[src/rtl/onn_link_pkg.sv]
// -----------------------------------------------------------------------------
// onn_link_pkg
// Shared definitions for both ends of the serial phase link (serializer and
// control_to_neuron receiver): matrix geometry, frame payload size, counter
// width and the link FSM state encoding.
// No ports (package).
// -----------------------------------------------------------------------------
package onn_link_pkg;

  localparam int ROWS = 5;                 // matrix rows
  localparam int COLS = 3;                 // matrix columns
  localparam int W    = 4;                 // bits per phase element
  localparam int N    = ROWS * COLS * W;   // frame payload bits
  localparam int CW   = $clog2(N + 1);     // bit counter width

  // Count value carried by the last payload bit of a frame.
  localparam logic [CW-1:0] LAST_CNT = CW'(N - 1);

  typedef enum logic [1:0] {
    IDLE   = 2'b00,
    SHIFT  = 2'b01,
    PARITY = 2'b10
  } link_state_e;

endpackage

[src/rtl/phase_shift_reg.sv]
// -----------------------------------------------------------------------------
// phase_shift_reg
// N-bit load / shift-left register with a running even-parity accumulator.
// The register is declared [0:N-1] so index 0 is the MSB and is the bit on the
// wire; a left shift moves index 1 into index 0. The accumulator XORs in every
// bit as it leaves, so once all N bits have been shifted out it holds the
// parity of the whole payload.
// Ports:
//   clk, rst    : clock, synchronous active-high reset
//   load        : capture load_data, clear the parity accumulator
//   shift       : shift left by one, fold the departing bit into the parity
//   sel_parity  : present the accumulated parity instead of the data MSB
//   load_data   : [0:N_BITS-1] word to capture
//   ser_bit     : current serial bit (data MSB or parity)
// -----------------------------------------------------------------------------
module phase_shift_reg
  import onn_link_pkg::*;
#(
  parameter int N_BITS = N
) (
  input  logic              clk,
  input  logic              rst,
  input  logic              load,
  input  logic              shift,
  input  logic              sel_parity,
  input  logic [0:N_BITS-1] load_data,
  output logic              ser_bit
);

  logic [0:N_BITS-1] shreg_q, shreg_d;
  logic              parity_q, parity_d;

  always_comb begin
    shreg_d  = shreg_q;
    parity_d = parity_q;
    if (load) begin
      shreg_d  = load_data;
      parity_d = 1'b0;
    end else if (shift) begin
      shreg_d  = {shreg_q[1:N_BITS-1], 1'b0};
      parity_d = parity_q ^ shreg_q[0];
    end
  end

  always_ff @(posedge clk) begin
    if (rst) begin
      shreg_q  <= '0;
      parity_q <= 1'b0;
    end else begin
      shreg_q  <= shreg_d;
      parity_q <= parity_d;
    end
  end

  assign ser_bit = sel_parity ? parity_q : shreg_q[0];

endmodule

[src/rtl/phase_matrix_serializer.sv]
// -----------------------------------------------------------------------------
// phase_matrix_serializer
// Transmit end of the serial phase link. Captures one 5x3 matrix of 4-bit
// phases as a flat [0:N-1] word and shifts it out one bit per enabled clock,
// phi_in[0] first (row-major elements, each MSB first).
//
// Optional feature macro: SER_PARITY_EN
//   defined   : a PARITY state follows the payload and sends one even-parity
//               bit; frame_done moves onto that bit (frame length N+1).
//   undefined : frame length N, frame_done on payload bit N-1.
//
// Ports:
//   clk          : clock, all logic on the rising edge
//   rst          : synchronous active-high reset (aborts a frame, no done)
//   phi_in       : [0:N-1] flat phase matrix, element k at [k*W +: W], MSB first
//   load_valid   : phi_in valid, request to start a frame
//   load_ready   : serializer can accept a frame (IDLE only)
//   tx_en        : 1 = advance one bit this cycle, 0 = hold everything
//   bit_out      : serial data bit
//   bit_valid    : bit_out carries a frame bit this cycle
//   frame_start  : one-cycle pulse with the first bit of a frame
//   frame_done   : one-cycle pulse with the last bit of a frame
//   dbg_state    : current FSM state
//
// Load handshake: a frame is accepted on a rising edge where load_valid and
// load_ready are both 1; phi_in is sampled on that edge. load_ready is 1 only
// in IDLE (and not while rst is asserted); load_valid outside that window is
// ignored, nothing is queued. The first bit appears in the following cycle.
// -----------------------------------------------------------------------------
module phase_matrix_serializer
  import onn_link_pkg::*;
(
  input  logic          clk,
  input  logic          rst,
  input  logic [0:N-1]  phi_in,
  input  logic          load_valid,
  output logic          load_ready,
  input  logic          tx_en,
  output logic          bit_out,
  output logic          bit_valid,
  output logic          frame_start,
  output logic          frame_done,
  output link_state_e   dbg_state
);

  link_state_e     state_q, state_d;
  logic [CW-1:0]   count_q, count_d;
  // High in the first cycle a bit is presented; low while that bit is held by
  // a stall. Keeps frame_start / frame_done from repeating during stalls.
  logic            new_bit_q, new_bit_d;

  logic            load_fire;
  logic            busy;
  logic            shift_en;
  logic            sel_parity;
  logic            ser_bit;

  always_comb begin
    load_ready = (state_q == IDLE) && !rst;
    load_fire  = load_valid && load_ready;
    busy       = (state_q != IDLE);
    shift_en   = (state_q == SHIFT) && tx_en;
    new_bit_d  = load_fire || (busy && tx_en);
    state_d    = state_q;
    count_d    = count_q;

    case (state_q)
      IDLE: begin
        if (load_fire) begin
          state_d = SHIFT;
          count_d = '0;
        end
      end
      SHIFT: begin
        if (tx_en) begin
          // The counter never wraps: the last bit forces the exit.
          if (count_q == LAST_CNT) begin
`ifdef SER_PARITY_EN
            state_d = PARITY;
`else
            state_d = IDLE;
`endif
            count_d = '0;
          end else begin
            count_d = count_q + CW'(1);
          end
        end
      end
      PARITY: begin
`ifdef SER_PARITY_EN
        if (tx_en) begin
          state_d = IDLE;
        end
`else
        // Not reachable without the parity bit; fall back to IDLE.
        state_d = IDLE;
`endif
      end
      default: state_d = IDLE;
    endcase
  end

  always_ff @(posedge clk) begin
    if (rst) begin
      state_q   <= IDLE;
      count_q   <= '0;
      new_bit_q <= 1'b0;
    end else begin
      state_q   <= state_d;
      count_q   <= count_d;
      new_bit_q <= new_bit_d;
    end
  end

`ifdef SER_PARITY_EN
  assign sel_parity = (state_q == PARITY);
  assign frame_done = (state_q == PARITY) && new_bit_q;
`else
  assign sel_parity = 1'b0;
  assign frame_done = (state_q == SHIFT) && (count_q == LAST_CNT) && new_bit_q;
`endif

  assign frame_start = (state_q == SHIFT) && (count_q == '0) && new_bit_q;
  assign bit_valid   = busy;
  assign bit_out     = busy && ser_bit;
  assign dbg_state   = state_q;

  phase_shift_reg #(
    .N_BITS (N)
  ) u_shift_reg (
    .clk        (clk),
    .rst        (rst),
    .load       (load_fire),
    .shift      (shift_en),
    .sel_parity (sel_parity),
    .load_data  (phi_in),
    .ser_bit    (ser_bit)
  );

endmodule

[config.mk]
export PLATFORM = sky130hd
export DESIGN_NAME = phase_matrix_serializer
export DESIGN_NICKNAME = d
export VERILOG_FILES = /design/src/rtl/onn_link_pkg.sv /design/src/rtl/phase_shift_reg.sv /design/src/rtl/phase_matrix_serializer.sv
export SDC_FILE = /design/constraint.sdc
export NUM_CORES = 1
export LEC_CHECK = 0
export CAP_MARGIN = 10
export CORE_MARGIN = 5
export CORE_UTILIZATION = 35
export CTS_BUF_LIST = sky130_fd_sc_hd__clkbuf_2
export DETAILED_ROUTE_END_ITERATION = 10
export DONT_BUFFER_PORTS = 1
export SYNTH_ARGS = -nofsm -noshare
export SYNTH_HDL_FRONTEND = slang
export SYNTH_SLANG_ARGS = --single-unit
[constraint.sdc]
create_clock -name clk -period 1.34 [get_ports clk]
set_input_delay 0.268 -clock clk [delete_from_list [all_inputs] [get_ports clk]]
set_output_delay 0.268 -clock clk [all_outputs]
set_load 0.05 [all_outputs]
==> results.md <==
* Outcome: finished, violations left
* Failing checks: negative hold slack, negative setup slack
* Die X at 104 um
* Critical path arrival at 1720 ps
* R2R Setup Slk at -420 ps
* Post-synth EDFFs at 0
* Final Cycle Share at 148%
* Antenna violations before repair at 0
* GR Util All Layers at 17.5%
* Starting Density at 35.8%
* Die Area at 10900 um^2
* Area share of the largest cell type after synthesis at 43.6%
* Min setup slack post-route at -646 ps
* Synth async-reset ratio at 0%
* Yosys cell types at 29
* Later-pin clock latency in the skew report at 510 ps
* CP max FO at 3
* Clk slew on worst S/H paths at 200 ps
* Die Y at 104 um
* H-tree depth at 3
* Number of diodes at 0
* Crit start category: register
* CTS tree: built
* GP Congestion at 0.778
* Register area share after synthesis at 43.6%
* Syn-to-layout area delta at 53.9%
* Synth Register Bits at 68
* Synth Flop Type: dfxtp_1
* Layout Skew at 26.4 ps
* Number of buffers created by CTS at 9
* Clock buffer depth at 2
* GR Overflow Total at 0
* Syn_nets at 454
* Max Fclk at 503 MHz
* DRT iter0 DRCs at 131
* Final Hold Fails at 65
* Max-cap violation count at 0
* Number of core rows at 34
* Syn Area/Cell at 8.04 um^2
* Hold WS at -196 ps
* First-pass GRT wire length at 15.3 mm
* Leak at 0.00157 uW
* Fin nets at 489
* Top post-synthesis cells by area: dfxtp_1 (44%), nand2_1 (14%), a311oi_2 (9.6%), a311oi_1 (9.3%), nor2_1 (8.2%)
* Port bufs at 0
* Post-Route Setup TNS at -24140 ps
* Antenna viol nets, final at 0
* Largest net degree at the start of global routing at 72
* DRC at 0
* Post-Syn Area at 3120 um^2
* WL/cell at 18.3 um
* Post-DP HPWL at 4.91 mm
* Via density at 5.53
* Synth Warn # at 0
* Worst setup EP type: output port
* # placed instances at 487
* FILL cells at 752
* Root Driver: clkbuf_2
* Fin. max-slew vios at 0
* Final WL at 9.82 mm
* VDD IR max at 460 uV
* Clk sinks at 68
* Number of global-route vias before repair at 2885
* Req. time, crit path at 1070 ps
* Final Instance Count excl. Fillers at 535
* Ports at 71
* Post-synthesis cell count at 388
* Minimum clock period at 1990 ps
* Core Util, Final at 55.0%
* Via Count at 2957
* PwrDens at 890 nW/um^2
* Post-synth top area cell: dfxtp_1
* WS Path Type: register to output port
* RSZ-0062 raised after global routing: true
* First-pass detailed-route iteration total at 5
* Class of the worst hold path: input port to register
* Final setup viols at 72
* Layout cells sized above 1 at 49.2%
* Core area at 8720 um^2
[where the power goes]
part	internal [uW]	switching, uW	total (uW)
Clock	408	754	1160
Sequential	2150	73.2	2220
Combinational	456	430	887
Total	3010	1260	4270
[worst paths after layout]
| path | depth (start not counted) | endpoint | start |
|---|---|---|---|
| max | 5 | frame_done | count_q[1] |
| min | 1 | u_shift_reg.shreg_q[17] | rst |
| max reg2reg | 8 | u_shift_reg.shreg_q[58] | dbg_state[0] |
| min reg2reg | 2 | u_shift_reg.shreg_q[54] | u_shift_reg.shreg_q[55] |
[worst max-delay path: stages (launching register included)]
cell and delay (ps):
dfxtp_4 410, ha_4 130, nand2_1 50, or3_4 350
nor2_4 120, buf_12 140
[cells in the mapped netlist (2+ instances only)]
cell / number
buf_2: 3
a311oi_1: 33
and2_1: 2
o21ai_0: 4
clkbuf_1: 18
inv_1: 3
nor2_1: 68
dfxtp_1: 68
nand2_1: 119
buf_1: 8
nand3_1: 2
buf_6: 3
buf_4: 4
a21oi_1: 9
xnor2_1: 3
nor3_1: 3
a22oi_1: 6
ha_1: 2
a311oi_2: 20
[what timing repair did]
item / CTS / global route
pin swaps: 13 / 22
setup buffers: 11 / 10
setup endpoints to repair: 32 / 74
gates resized for setup: 99 / 97
gates cloned: 15 / 4
endpoints found under the hold margin: 65 / 68
[cells by family (layout without fill, tap and decap cells)]
| kind of cell | count (synthesis) | count (layout) | synth area share, % |
|---|---|---|---|
| other cells | 1 | 1 | 0.120 |
| simple gates | 200 | 203 | 25.2 |
| flops | 68 | 68 | 43.6 |
| buf+inv | 39 | 75 | 6.02 |
| xor+xnor | 3 | 3 | 0.843 |
| compound gates | 75 | 75 | 23.4 |
| fa+ha+maj | 2 | 2 | 0.802 |
[state kept, by name, indices dropped and copies added, names as in the netlist]
signal               flops
u_shift_reg.shreg_q     60
count_q                  6
dbg_state                1
new_bit_q                1
[layer usage]
layer  global-route usage (%)  vias up  part of all wire [%]
met2                     26.5       88                    47
li1                         -     1425                     -
met3                     5.71       21                   6.6
met4                     6.66        0                   1.6
met1                     23.0     1423                    45
met5                        0        -                     0
[metrics by stage]
stage	total power [uW]	area [um^2]	setup slack, ps
finish	4270	4800	-646
global route	4470	4800	-739
CTS	4190	4380	-677
detailed placement	2740	3440	-122
global placement	2730	3440	-101
floorplan	2660	3220	-133
[layout by cell type (no fill, tap or decap), types with 2 or more instances in the layout]
cell	netlist	final
buf_4	4	14
inv_1	3	2
xnor2_1	3	3
clkbuf_16	0	3
nand2_4	0	2
nor2_2	0	20
nor2_1	68	14
buf_8	0	4
dfxtp_1	68	65
o21ai_0	4	3
or3b_4	0	3
a21oi_1	9	6
dfxtp_4	0	2
a311oi_2	20	45
clkbuf_2	0	9
clkinv_2	0	3
buf_16	0	9
a21oi_2	1	3
buf_12	0	15
a22oi_2	0	6
nand2_8	0	2
ha_4	0	2
nand2_2	0	7
nand2_1	119	109
nor2_4	0	34
nor3_2	0	2
buf_6	3	12
a311oi_1	33	8
[final cells by class]
class / instances / area (um^2) / area share (%)
timing repair buffer: 57 / 923 / 19.2
sequential: 68 / 1370 / 28.5
clock buffer: 9 / 45.0 / 0.938
clock inverter: 6 / 55.1 / 1.15
tap: 108 / 135 / 2.82
inverter: 3 / 11.3 / 0.235
multi-input combinational: 284 / 2260 / 47.1
No activity file was read; power rests on OpenSTA's default activity.
